==> config.mk <==
export PLATFORM = sky130hd
export DESIGN_NAME = p_div
export DESIGN_NICKNAME = d
export VERILOG_FILES = /design/src/rtl/p_div_pkg.sv /design/src/rtl/p_div_sub.sv /design/src/rtl/p_div.sv
export SDC_FILE = /design/constraint.sdc
export NUM_CORES = 1
export LEC_CHECK = 0
export CORE_MARGIN = 2
export CORE_UTILIZATION = 50
export DETAILED_ROUTE_END_ITERATION = 10
export GPL_ROUTABILITY_DRIVEN = 0
export PLACE_DENSITY = 0.73
export SLEW_MARGIN = 5
export SYNTH_ARGS = -nofsm -noshare
export SYNTH_HDL_FRONTEND = slang
export SYNTH_HIERARCHICAL = 1
export SYNTH_SLANG_ARGS = --single-unit
==> constraint.sdc <==
create_clock -name clock -period 15.1 [get_ports clock]
set_input_delay 1.51 -clock clock [delete_from_list [all_inputs] [get_ports clock]]
set_output_delay 1.51 -clock clock [all_outputs]
set_load 0.03 [all_outputs]
==> src/rtl/p_div_pkg.sv <==
// p_div_pkg: pack-width decode, lane helpers and FSM encoding for the packed divider
package p_div_pkg;
  localparam int PW_32 = 0;
  localparam int PW_16 = 1;
  localparam int PW_8 = 2;
  localparam int PW_4 = 3;
  localparam int PW_2 = 4;
  localparam logic [1:0] S_IDLE = 2'd0;
  localparam logic [1:0] S_RUN = 2'd1;
  localparam logic [1:0] S_DONE = 2'd2;
  function automatic logic [4:0] pw_last(input logic [4:0] pw);
    return (pw[PW_32] || pw == 5'd0) ? 5'd31 : pw[PW_16] ? 5'd15 : pw[PW_8] ? 5'd7 :
           pw[PW_4] ? 5'd3 : 5'd1;
  endfunction
  function automatic logic [31:0] pw_lsb(input logic [4:0] pw);
    return (pw[PW_32] || pw == 5'd0) ? 32'h0000_0001 : pw[PW_16] ? 32'h0001_0001 :
           pw[PW_8] ? 32'h0101_0101 : pw[PW_4] ? 32'h1111_1111 : 32'h5555_5555;
  endfunction
  function automatic logic [31:0] lane_fill(input logic [31:0] v, input logic [31:0] lsb);
    logic [31:0] m;
    m[31] = v[31];
    for (int i = 30; i >= 0; i--) m[i] = lsb[i+1] ? v[i] : m[i+1];
    return m;
  endfunction
endpackage

==> src/rtl/p_div_sub.sv <==
// p_div_sub: 32-bit packed subtractor with lane-broken borrow chain and lane borrow mask
module p_div_sub
  import p_div_pkg::*;
(
  input  logic [4:0]  pw,
  input  logic [31:0] a,
  input  logic [31:0] b,
  output logic [31:0] diff,
  output logic [31:0] borrow
);
  logic [31:0] lsb;
  logic [31:0] bo;
  logic c;
  logic ci;
  assign lsb = pw_lsb(pw);
  always_comb begin
    diff = '0;
    bo = '0;
    c = 1'b0;
    ci = 1'b0;
    for (int i = 0; i < 32; i++) begin
      ci = lsb[i] ? 1'b0 : c;
      diff[i] = a[i] ^ b[i] ^ ci;
      c = (~a[i] & b[i]) | (~(a[i] ^ b[i]) & ci);
      bo[i] = c;
    end
    borrow = lane_fill(bo, lsb);
  end
endmodule

==> src/rtl/p_div.sv <==
// p_div: multi-cycle packed unsigned restoring divider returning quotient or remainder lanes
module p_div
  import p_div_pkg::*;
(
  input  logic        clock,
  input  logic        reset,
  input  logic        valid,
  output logic        ready,
  input  logic        div_q,
  input  logic        div_r,
  input  logic [4:0]  pw,
  input  logic [31:0] crs1,
  input  logic [31:0] crs2,
  output logic [31:0] result
);
  logic [1:0] state;
  logic [4:0] count;
  logic [4:0] pw_r;
  logic [31:0] quo;
  logic [31:0] rem;
  logic [31:0] dv;
  logic [31:0] lsb;
  logic [31:0] msb;
  logic [31:0] rem_sh;
  logic [31:0] diff;
  logic [31:0] borrow;
  logic [31:0] take;
  assign lsb = pw_lsb(pw_r);
  assign msb = {1'b1, lsb[31:1]};
  assign rem_sh = ((rem << 1) & ~lsb) | (lane_fill(quo & msb, lsb) & lsb);
  assign take = ~borrow | lane_fill(rem & msb, lsb);
  assign ready = state == S_DONE;
  assign result = div_q ? quo : div_r ? rem : '0;
  p_div_sub u_sub (
    .pw(pw_r),
    .a(rem_sh),
    .b(dv),
    .diff(diff),
    .borrow(borrow)
  );
  always_ff @(posedge clock) begin
    if (reset) begin
      state <= S_IDLE;
      count <= '0;
      pw_r <= '0;
      quo <= '0;
      rem <= '0;
      dv <= '0;
    end else if (state == S_IDLE) begin
      if (valid) begin
        state <= S_RUN;
        count <= pw_last(pw);
        pw_r <= pw;
        quo <= crs1;
        rem <= '0;
        dv <= crs2;
      end
    end else if (state == S_RUN) begin
      if (!valid) begin
        state <= S_IDLE;
      end else begin
        state <= count == 5'd0 ? S_DONE : S_RUN;
        count <= count - 5'(|count);
        rem <= (diff & take) | (rem_sh & ~take);
        quo <= ((quo << 1) & ~lsb) | (take & lsb);
      end
    end else begin
      state <= S_IDLE;
    end
  end
endmodule

# Word level (Yosys, flattened, before mapping)
# Cells that the tools add are included.
# word_totals
input_bits,74
out_inout_bits,33
regBits,108
# classes
n_mux,151
n_bitwise,235
n_addsub,1
n_reduce_logical,10
n_eq_ne,4
# op_table
operator,count
32-bit two-way mux,13
32-bit AND,8
32-bit bitwise OR,4
1-bit two-way mux,124
32-bit inverter,3
1-bit AND,63
1-bit inverter,63
1-bit bitwise XOR,63
31-bit two-way mux,1
1-bit bitwise OR,31
5-bit two-way mux,5
5-bit zero test,3
2-bit two-way mux,6
5-bit OR reduction,1
5-bit by 1-bit subtractor with 5-bit output,1
4-bit two-way mux,1
"2-bit != test, second input constant",2
3-bit two-way mux,1
3-bit AND reduction,1
"2-bit by 1-bit == test with 1-bit output, second input constant",1
"2-bit == test, second input constant",1
2-bit zero test,1
1-bit logical OR,2
2-bit AND reduction,1
2-bit nonzero test,1

# Longest topological paths before layout
# Gate-level depths: netlist (run 1).
# depth
word_depth,172
ltp_mapped,64
ltp_nobuf,62

# Hierarchy
# The synthesis (run 1) kept the hierarchy.
# modules_own_cells
mod,area_per_inst_um2,cells_per_inst,seq_area_each_um2,n_inst
p_div,5906.9,797,2162.1,1
p_div_sub,1412.6,180,0.0,1

# Least setup slack after synthesis (run 1)
# No wires, ideal clock.
# synth_timing
path_type,register to register
from,register pw_r[1]
to,register rem[1]
period_less_slack_ns,16.503
n_path_buf,2
arrival_time_ns,16.377
path_stages_with_launch,65
path_slack_ns,-1.403
required_ns,14.974
path_cell_list,dfxtp_1 > buf_6 > or2_2 > nor2_2 > nand2_1 > a211oi_1 > a211o_1 > inv_1 > ha_1 > fa_1 > and2_1 > fa_1 > fa_1 > and2_1 > fa_1 > fa_1 > and2_1 > fa_1 > [29 not listed] > and2_1 > fa_1 > fa_1 > and2_1 > fa_1 > fa_1 > and2_1 > fa_1 > inv_1 > fa_1 > o21ai_0 > o2111ai_1 > o221ai_1 > buf_4 > nor3b_1 > a41oi_1 > mux2i_1 > o21ai_1
# synth_via
elab_chain_len,170
# synth_lines
element,line_no,rtl
"start, declared",p_div.sv:18,logic [4:0] pw_r;
"start signal, assigned",p_div.sv:53,pw_r <= pw;
5-bit zero test,p_div_pkg.sv:16,return (pw[PW_32] || pw == 5'd0) ? 32'h0000_0001 : pw[PW_16] ? 32'h0001_0001 :
1-bit logical OR,p_div_pkg.sv:16,
32-bit two-way mux *,p_div_pkg.sv:16,
32-bit AND,p_div.sv:30,"assign rem_sh = ((rem << 1) & ~lsb) | (lane_fill(quo & msb, lsb) & lsb);"
1-bit two-way mux,n/a,
1-bit two-way mux (30 in series),p_div_pkg.sv:22,for (int i = 30; i >= 0; i--) m[i] = lsb[i+1] ? v[i] : m[i+1];
32-bit AND,p_div.sv:30,
32-bit bitwise OR *,p_div.sv:30,
via rem_sh[0],p_div.sv:24,logic [31:0] rem_sh;
[125 not listed],n/a,
via borrow[1],p_div.sv:26,logic [31:0] borrow;
32-bit inverter *,p_div.sv:31,"assign take = ~borrow | lane_fill(rem & msb, lsb);"
32-bit bitwise OR *,p_div.sv:31,
32-bit inverter,p_div.sv:64,rem <= (diff & take) | (rem_sh & ~take);
32-bit AND,p_div.sv:64,
32-bit bitwise OR *,p_div.sv:64,
32-bit two-way mux *,p_div.sv:59,if (!valid) begin
32-bit two-way mux *,p_div.sv:58,end else if (state == S_RUN) begin
32-bit two-way mux *,p_div.sv:49,end else if (state == S_IDLE) begin
"end signal, assigned",p_div.sv:64,
"end, declared",p_div.sv:20,logic [31:0] rem;
# Mark *: on every way through the listed nets, which the timed path passes. The rest lies on a longest branch. The select of a mux whose other input is x is not followed.
# A chain may end at the register's enable or synchronous reset.

# Worst setup path in the final report (run 1)
# layout_timing
from,register pw_r[1]
to,register rem[11]
# layout_via
elab_chain_len,160
# layout_lines
element,line_no
5-bit zero test,p_div_pkg.sv:16
1-bit logical OR,p_div_pkg.sv:16
32-bit two-way mux *,p_div_pkg.sv:16
32-bit AND,p_div.sv:30
1-bit two-way mux,n/a
1-bit two-way mux (30 in series),p_div_pkg.sv:22
32-bit AND,p_div.sv:30
32-bit bitwise OR *,p_div.sv:30
via rem_sh[0],p_div.sv:24
[112 not listed],n/a
via borrow[14],p_div.sv:26
[3 not listed],n/a
32-bit inverter *,p_div.sv:31
32-bit bitwise OR *,p_div.sv:31
32-bit inverter,p_div.sv:64
32-bit AND,p_div.sv:64
32-bit bitwise OR *,p_div.sv:64
32-bit two-way mux *,p_div.sv:59
32-bit two-way mux *,p_div.sv:58
32-bit two-way mux *,p_div.sv:49
# Marked as above.

==> results of run 1 <==
-- logic make-up after synthesis --
group           after synthesis  share of synthesized area (%)
compound gates              244                           21.0
xor+xnor                      2                          0.239
fa+ha+maj                    34                           8.99
buf+inv                     150                           9.09
flops                       108                           29.5
mux                          56                           7.81
simple gates                383                           23.3
-- per-layer routing --
metal  part of all wire, %  routed length, um
met5                     0                  0
met4                   2.2                513
met1                    46              10600
met3                   9.4               2150
met2                    42               9740
-- cells in the mapped netlist, drive strengths merged, types with 4 or more instances --
master	instances	area share, %
dfxtp	108	30
nor3	10	0.82
nor2b	9	0.80
clkbuf	46	2.4
o211ai	7	0.92
o21ai	89	6.1
a21o	5	0.53
o221ai	4	0.48
nand2	221	11
and2	14	1.2
nand3	11	0.75
buf	30	2.9
mux2	9	1.4
a21oi	63	4.3
a211oi	34	3.6
a31oi	8	0.89
inv	74	3.8
or2	4	0.34
fa	31	8.5
nor2	79	4.3
or3	8	0.82
mux2i	47	6.4
nand2b	6	0.51
nor3b	4	0.41
o31ai	5	0.58
-- stage by stage --
step | util, % | TNS (ns) | setup slack, ns | std cells | cell area (um^2)
after floorplan | - | -0.0698 | -0.0368 | 977 | 7510
after global placement | 61.2 | -0.828 | -0.0912 | 1248 | 8830
after detailed placement | 61.2 | -4.65 | -0.290 | 1248 | 8830
after CTS | 63.7 | -2.21 | -0.180 | 1272 | 9190
after global routing | 65.5 | -21.02 | -0.657 | 1277 | 9450
final | 65.5 | -4.08 | -0.272 | 1277 | 9450
-- final cells by class --
type                       instances  share of cell area, %
clock buffer                      11                   2.46
clock inverter                     4                  0.278
sequential                       108                   23.0
inverter                          74                   2.94
timing repair buffer             177                   17.0
tap                              184                   2.44
multi-input combinational        719                   51.9
-- state kept, by name, summed over array words and instances, names as in the netlist --
name and cells:
dv 32, quo 32, rem 32, count 5, pw_r 5, state 2
-- path summary, 6_finish.rpt --
| path | start | to | slack, ns | cells past startpoint |
|---|---|---|---|---|
| hold / removal | dv[7] | dv[7] | 0.46 | 2 |
| setup reg to reg | pw_r[1] | rem[11] | -0.27 | 61 |
| setup / recovery | pw_r[1] | rem[11] | -0.27 | 61 |
| hold reg to reg | dv[7] | dv[7] | 0.46 | 2 |
-- where the power goes --
group	internal, uW	switching [uW]
clock	111	110
combinational	218	219
sequential	303	21.8
-- tightest hold or removal path: cells and delay by family, from the launching register on --
kind | cells | cell delay (ns)
DFF | 1 | 0.31
and+or+nand+nor | 1 | 0.05
AOI/OAI and AO/OA | 1 | 0.05
-- repair_timing --
item                       4_1_cts  5_1_grt
pin swaps                        8       26
setup buffers                    9        5
setup endpoints to repair       35       48
resized for setup               10       56
==> out/qor.tcl, run 1 <==
set qor(cts-root-buf) {sky130_fd_sc_hd__clkbuf_16}
set qor(yosys_warnings) 6
set qor(grt_usage_pct) 28.9
set qor(final_hold_viol_count) 0
set qor(totalPowerFinal_uw) 982
set qor(netlist-cell-type-count) 78
set qor(tritoncts) {yes}
set qor(clock_sinks) 108
set qor(postRouteAntennaNets) 0
set qor(clk_path_buf_depth) 2
set qor(final_common_cell) {sky130_fd_sc_hd__nand2_1}
set qor(critPathRequiredTime_ns) 15.34
set qor(synth_sequential_area_ratio_pct) 29.5
set qor(cts_hold_buffers) 0
set qor(post_synth_inst_count) 977
set qor(cap_violations) 0
set qor(critical_path.most_common_cell) {sky130_fd_sc_hd__fa_2}
set qor(failed_checks) {setup timing}
set qor(total_area_of_multi_input_combinational_cells_um2) 4900
set qor(row_count) 44
set qor(synth_edf_count) 0
set qor(area.growth.synth_to_final_pct) 29.1
set qor(die_height_um) 125
set qor(worstHoldPathType) {flip-flop to flip-flop}
set qor(power.static_leakage_uw) 0.00362
set qor(floorplan.initialDensity_pct) 50.7
set qor(ir_drop_mv) 0.0635
set qor(worst-path-max-fanout) 7
set qor(grt.met3_usage_pct) 4.96
set qor(status) {finished with violations}
set qor(grt.busiest_layer) {met1}
set qor(first_global_vias) 6613
set qor(routed_wl_um) 23000
set qor(n_fill_cell) 1244
set qor(final.setup.worst_slack_ns) -0.272
set qor(global_route_wire_length_before_repair_um) 36000
set qor(timing.critical_path.arrival_ns) 15.61
set qor(grt_start_max_net_pins) 65
set qor(synthesized_flop_and_latch_total) 108
set qor(num_antenna_cells) 0
set qor(grt_remaining_overflow) 0
set qor(floorplan.core_area_um2) 14400
set qor(crit_start_category) {flip-flop}
set qor(grt_setup_unrepaired) {yes}
set qor(ys.flop_type) {sky130_fd_sc_hd__dfxtp_1}
set qor(tritoncts.num_buffers) 9
set qor(place_hpwl_um) 16700
set qor(drcViolationCount) 0
set qor(mappedNetlistNets) 1085
set qor(setup_viol) 26
set qor(mean_area_per_synthesized_cell_um2) 7.49
set qor(slowest_cell_on_the_critical_path) {sky130_fd_sc_hd__fa_2}
set qor(fp.dieW_um) 125
set qor(critical_path.endpoint_type) {flip-flop}
set qor(layout_common_cells) {sky130_fd_sc_hd__nand2_1, sky130_fd_sc_hd__clkdlybuf4s50_1, sky130_fd_sc_hd__dfxtp_1}
set qor(finish.net_count) 1197
set qor(clock_latency_ns) 0.36
set qor(fmaxAchievable_mhz) 65.1
set qor(vias) 7203
set qor(drc_marker_count_from_the_first_detailed_route_iteration) 808
set qor(pin_count) 107
set qor(number_of_antenna_violations_at_the_first_check_in_global_routing) 0
set qor(worstSetupPathType) {flip-flop to flip-flop}
set qor(area.sequential_um2) 2180
set qor(period_share_pct) 102
set qor(slew_headroom_pct) 20.7
set qor(critPathMaxStageDelay_ns) 0.41
set qor(drt-wirelength-per-cell_um) 18.0
set qor(path_delay_family) {adder cells}
set qor(final_period_minus_worst_setup_slack_ns) 15.37
set qor(synth_area_um2) 7320
set qor(worst_setup_hold_path_clk_slew_ns) 0.07
set qor(critical_path_buf_inv_count) 3
set qor(port_buffers) 106
set qor(detailedRoute.firstPassIterationCount) 5
set qor(timing_worst_slew_pin_value_ns) 1.19
set qor(asyncSetResetFlopFracSynth_pct) 0
set qor(cellPowerDensity_nw_per_um2) 104
set qor(post_route_cells_drive_above_1_share_pct) 20.4
set qor(htree_levels) 3
set qor(timing.clock.skew_ns) 0.00894
set qor(route.detailed.vias_per_inst) 5.64
set qor(grt.met1_usage_pct) 43.5
set qor(min_hold_slack_ns) 0.458
set qor(maxSlewViolCount) 0
set qor(gr-usage-met2_pct) 41.7
set qor(design.die.area_um2) 15600
No activity file was read; power rests on OpenSTA's default activity.
==> run 2, diff against run 1 <==
--- a/config.mk
+++ b/config.mk
@@ -6,10 +6,10 @@
 export NUM_CORES = 1
 export LEC_CHECK = 0
 export CORE_MARGIN = 2
-export CORE_UTILIZATION = 50
+export CORE_UTILIZATION = 55
 export DETAILED_ROUTE_END_ITERATION = 10
 export GPL_ROUTABILITY_DRIVEN = 0
-export PLACE_DENSITY = 0.73
+export PLACE_DENSITY = 0.77
 export SLEW_MARGIN = 5
 export SYNTH_ARGS = -nofsm -noshare
 export SYNTH_HDL_FRONTEND = slang
==> constraint.sdc (replaced) <==
create_clock -name clock -period 16.05 [get_ports clock]
set_input_delay 1.605 -clock clock [delete_from_list [all_inputs] [get_ports clock]]
set_output_delay 1.605 -clock clock [all_outputs]
set_load 0.03 [all_outputs]
==> out/qor.tcl, run 2 (synthesis results as in run 1) <==
set qor(status) {completed}
set qor(final_hold_viol_count) 0
set qor(totalPowerFinal_uw) 932
set qor(drt-wirelength-per-cell_um) 18.3
set qor(place_hpwl_um) 16100
set qor(critPathMaxStageDelay_ns) 0.41
set qor(worstHoldPathType) {flip-flop to flip-flop}
set qor(pin_count) 107
set qor(timing.critical_path.arrival_ns) 16.02
set qor(total_area_of_multi_input_combinational_cells_um2) 4740
set qor(floorplan.initialDensity_pct) 55.7
set qor(finalCoreUtilization_pct) 70.8
set qor(maxSlewViolCount) 0
set qor(timing.clock.skew_ns) 0.0111
set qor(worst-path-max-fanout) 7
set qor(worstReg2RegStart) {pw_r[1]}
set qor(area.sequential_um2) 2180
set qor(drc_marker_count_from_the_first_detailed_route_iteration) 815
set qor(die_height_um) 119
set qor(clock_sinks) 108
set qor(timing_worst_slew_pin_value_ns) 1.17
set qor(worstSetupPathType) {flip-flop to flip-flop}
set qor(crit_path_start) {pw_r[1]}
set qor(grt_start_max_net_pins) 84
set qor(slowest_cell_on_the_critical_path) {sky130_fd_sc_hd__fa_2}
set qor(grt_usage_pct) 32.2
set qor(area.growth.synth_to_final_pct) 27.1
set qor(n_fill_cell) 1086
set qor(period_share_pct) 98.1
set qor(clk_path_buf_depth) 2
set qor(cap_violations) 0
set qor(final_period_minus_worst_setup_slack_ns) 15.74
set qor(post_route_cells_drive_above_1_share_pct) 17.7
set qor(clock_latency_ns) 0.37
set qor(drcViolationCount) 0
set qor(timing.hold.worst.start) {dv[7]}
set qor(number_of_antenna_violations_at_the_first_check_in_global_routing) 0
set qor(cellPowerDensity_nw_per_um2) 100
set qor(grt_remaining_overflow) 0
set qor(cts_hold_buffers) 0
set qor(vias) 7412
set qor(ir_drop_mv) 0.0819
set qor(finish.net_count) 1196
set qor(crit_start_category) {flip-flop}
set qor(power.static_leakage_uw) 0.00360
set qor(layout_common_cells) {sky130_fd_sc_hd__nand2_1, sky130_fd_sc_hd__clkdlybuf4s50_1, sky130_fd_sc_hd__dfxtp_1}
set qor(row_count) 42
set qor(tritoncts.num_buffers) 9
set qor(final_common_cell) {sky130_fd_sc_hd__nand2_1}
set qor(routed_wl_um) 23300
set qor(post-place-ws_ns) -0.483
set qor(floorplan.core_area_um2) 13100
set qor(fp.dieW_um) 119
set qor(detailedRoute.firstPassIterationCount) 5
set qor(critical_path.most_common_cell) {sky130_fd_sc_hd__fa_2}
set qor(critPathRequiredTime_ns) 16.33
set qor(postRouteAntennaNets) 0
set qor(htree_levels) 3
set qor(slew_headroom_pct) 21.7
set qor(final.setup.worst_slack_ns) 0.312
set qor(worst_setup_hold_path_clk_slew_ns) 0.08
set qor(global_route_wire_length_before_repair_um) 35900
set qor(port_buffers) 106
set qor(tritoncts) {yes}
set qor(cts-root-buf) {sky130_fd_sc_hd__clkbuf_16}
set qor(first_global_vias) 6800
set qor(route.detailed.vias_per_inst) 5.84
set qor(reg_top3) {dv (32), quo (32), rem (32)}
set qor(critical_path.endpoint_type) {flip-flop}
set qor(setup_viol) 0
set qor(fmaxAchievable_mhz) 63.5
set qor(design.die.area_um2) 14200
set qor(num_antenna_cells) 0
==> run 2: path summary, 6_finish.rpt <==
path            end  cells after the start  slack [ns]
max          quo[6]                     61        0.31
max reg2reg  quo[6]                     61        0.31
min reg2reg   dv[7]                      2        0.45
min           dv[7]                      2        0.45
==> run 2: power by group <==
part           internal (uW)  switching, uW
clock network            130            106
logic                    189            202
registers                285           20.3
total                    603            329
==> run 2: area by class of cell <==
cell class	instances	share of cell area (%)
sequential	108	23.4
timing repair buffer	176	17.0
tap	176	2.37
multi-input combinational	719	50.9
clock inverter	5	0.619
inverter	74	2.99
clock buffer	11	2.72
==> run 2: critical path, delay by kind of cell, from the launching register on <==
family                     cells  cell delay, ns
DFF                            1            0.40
adders and majority gates     32           10.86
and+or+nand+nor               19            2.88
buffers and inverters          3            0.17
AOI/OAI and AO/OA              7            1.33
==> run 2: through the flow <==
step	std cells	setup TNS [ns]	area, um^2	hold slack, ns
floorplan	977	0	7410	0.436
global placement	1244	-2.78	8750	0.443
detailed placement	1244	-13.93	8750	0.450
CTS	1263	0	9140	0.460
global route	1269	-1.13	9300	0.474
finish	1269	0	9300	0.455
==> run 2: layer usage <==
layer / global-route usage, % / wire length (um) / up-vias
met5: 0 / 0 / -
met4: 11.3 / 606 / 0
met3: 9.10 / 2660 / 55
met2: 46.7 / 9900 / 439
met1: 45.8 / 10100 / 3415
li1: - / - / 3503
==> run 2: repair_timing <==
action | CTS | global route
buffers inserted | 3 | 6
hold endpoints to repair | 0 | 0
endpoints found under the setup margin | 48 | 48
pin swaps | 7 | 13
resized for setup | 22 | 39
==> run 3, diff against run 2 <==
--- a/config.mk
+++ b/config.mk
@@ -10,7 +10,6 @@
 export DETAILED_ROUTE_END_ITERATION = 10
 export GPL_ROUTABILITY_DRIVEN = 0
 export PLACE_DENSITY = 0.77
-export SLEW_MARGIN = 5
 export SYNTH_ARGS = -nofsm -noshare
 export SYNTH_HDL_FRONTEND = slang
 export SYNTH_HIERARCHICAL = 1
==> results of run 3 <==
Final layout, timing and power as in run 2 (identical DEF).
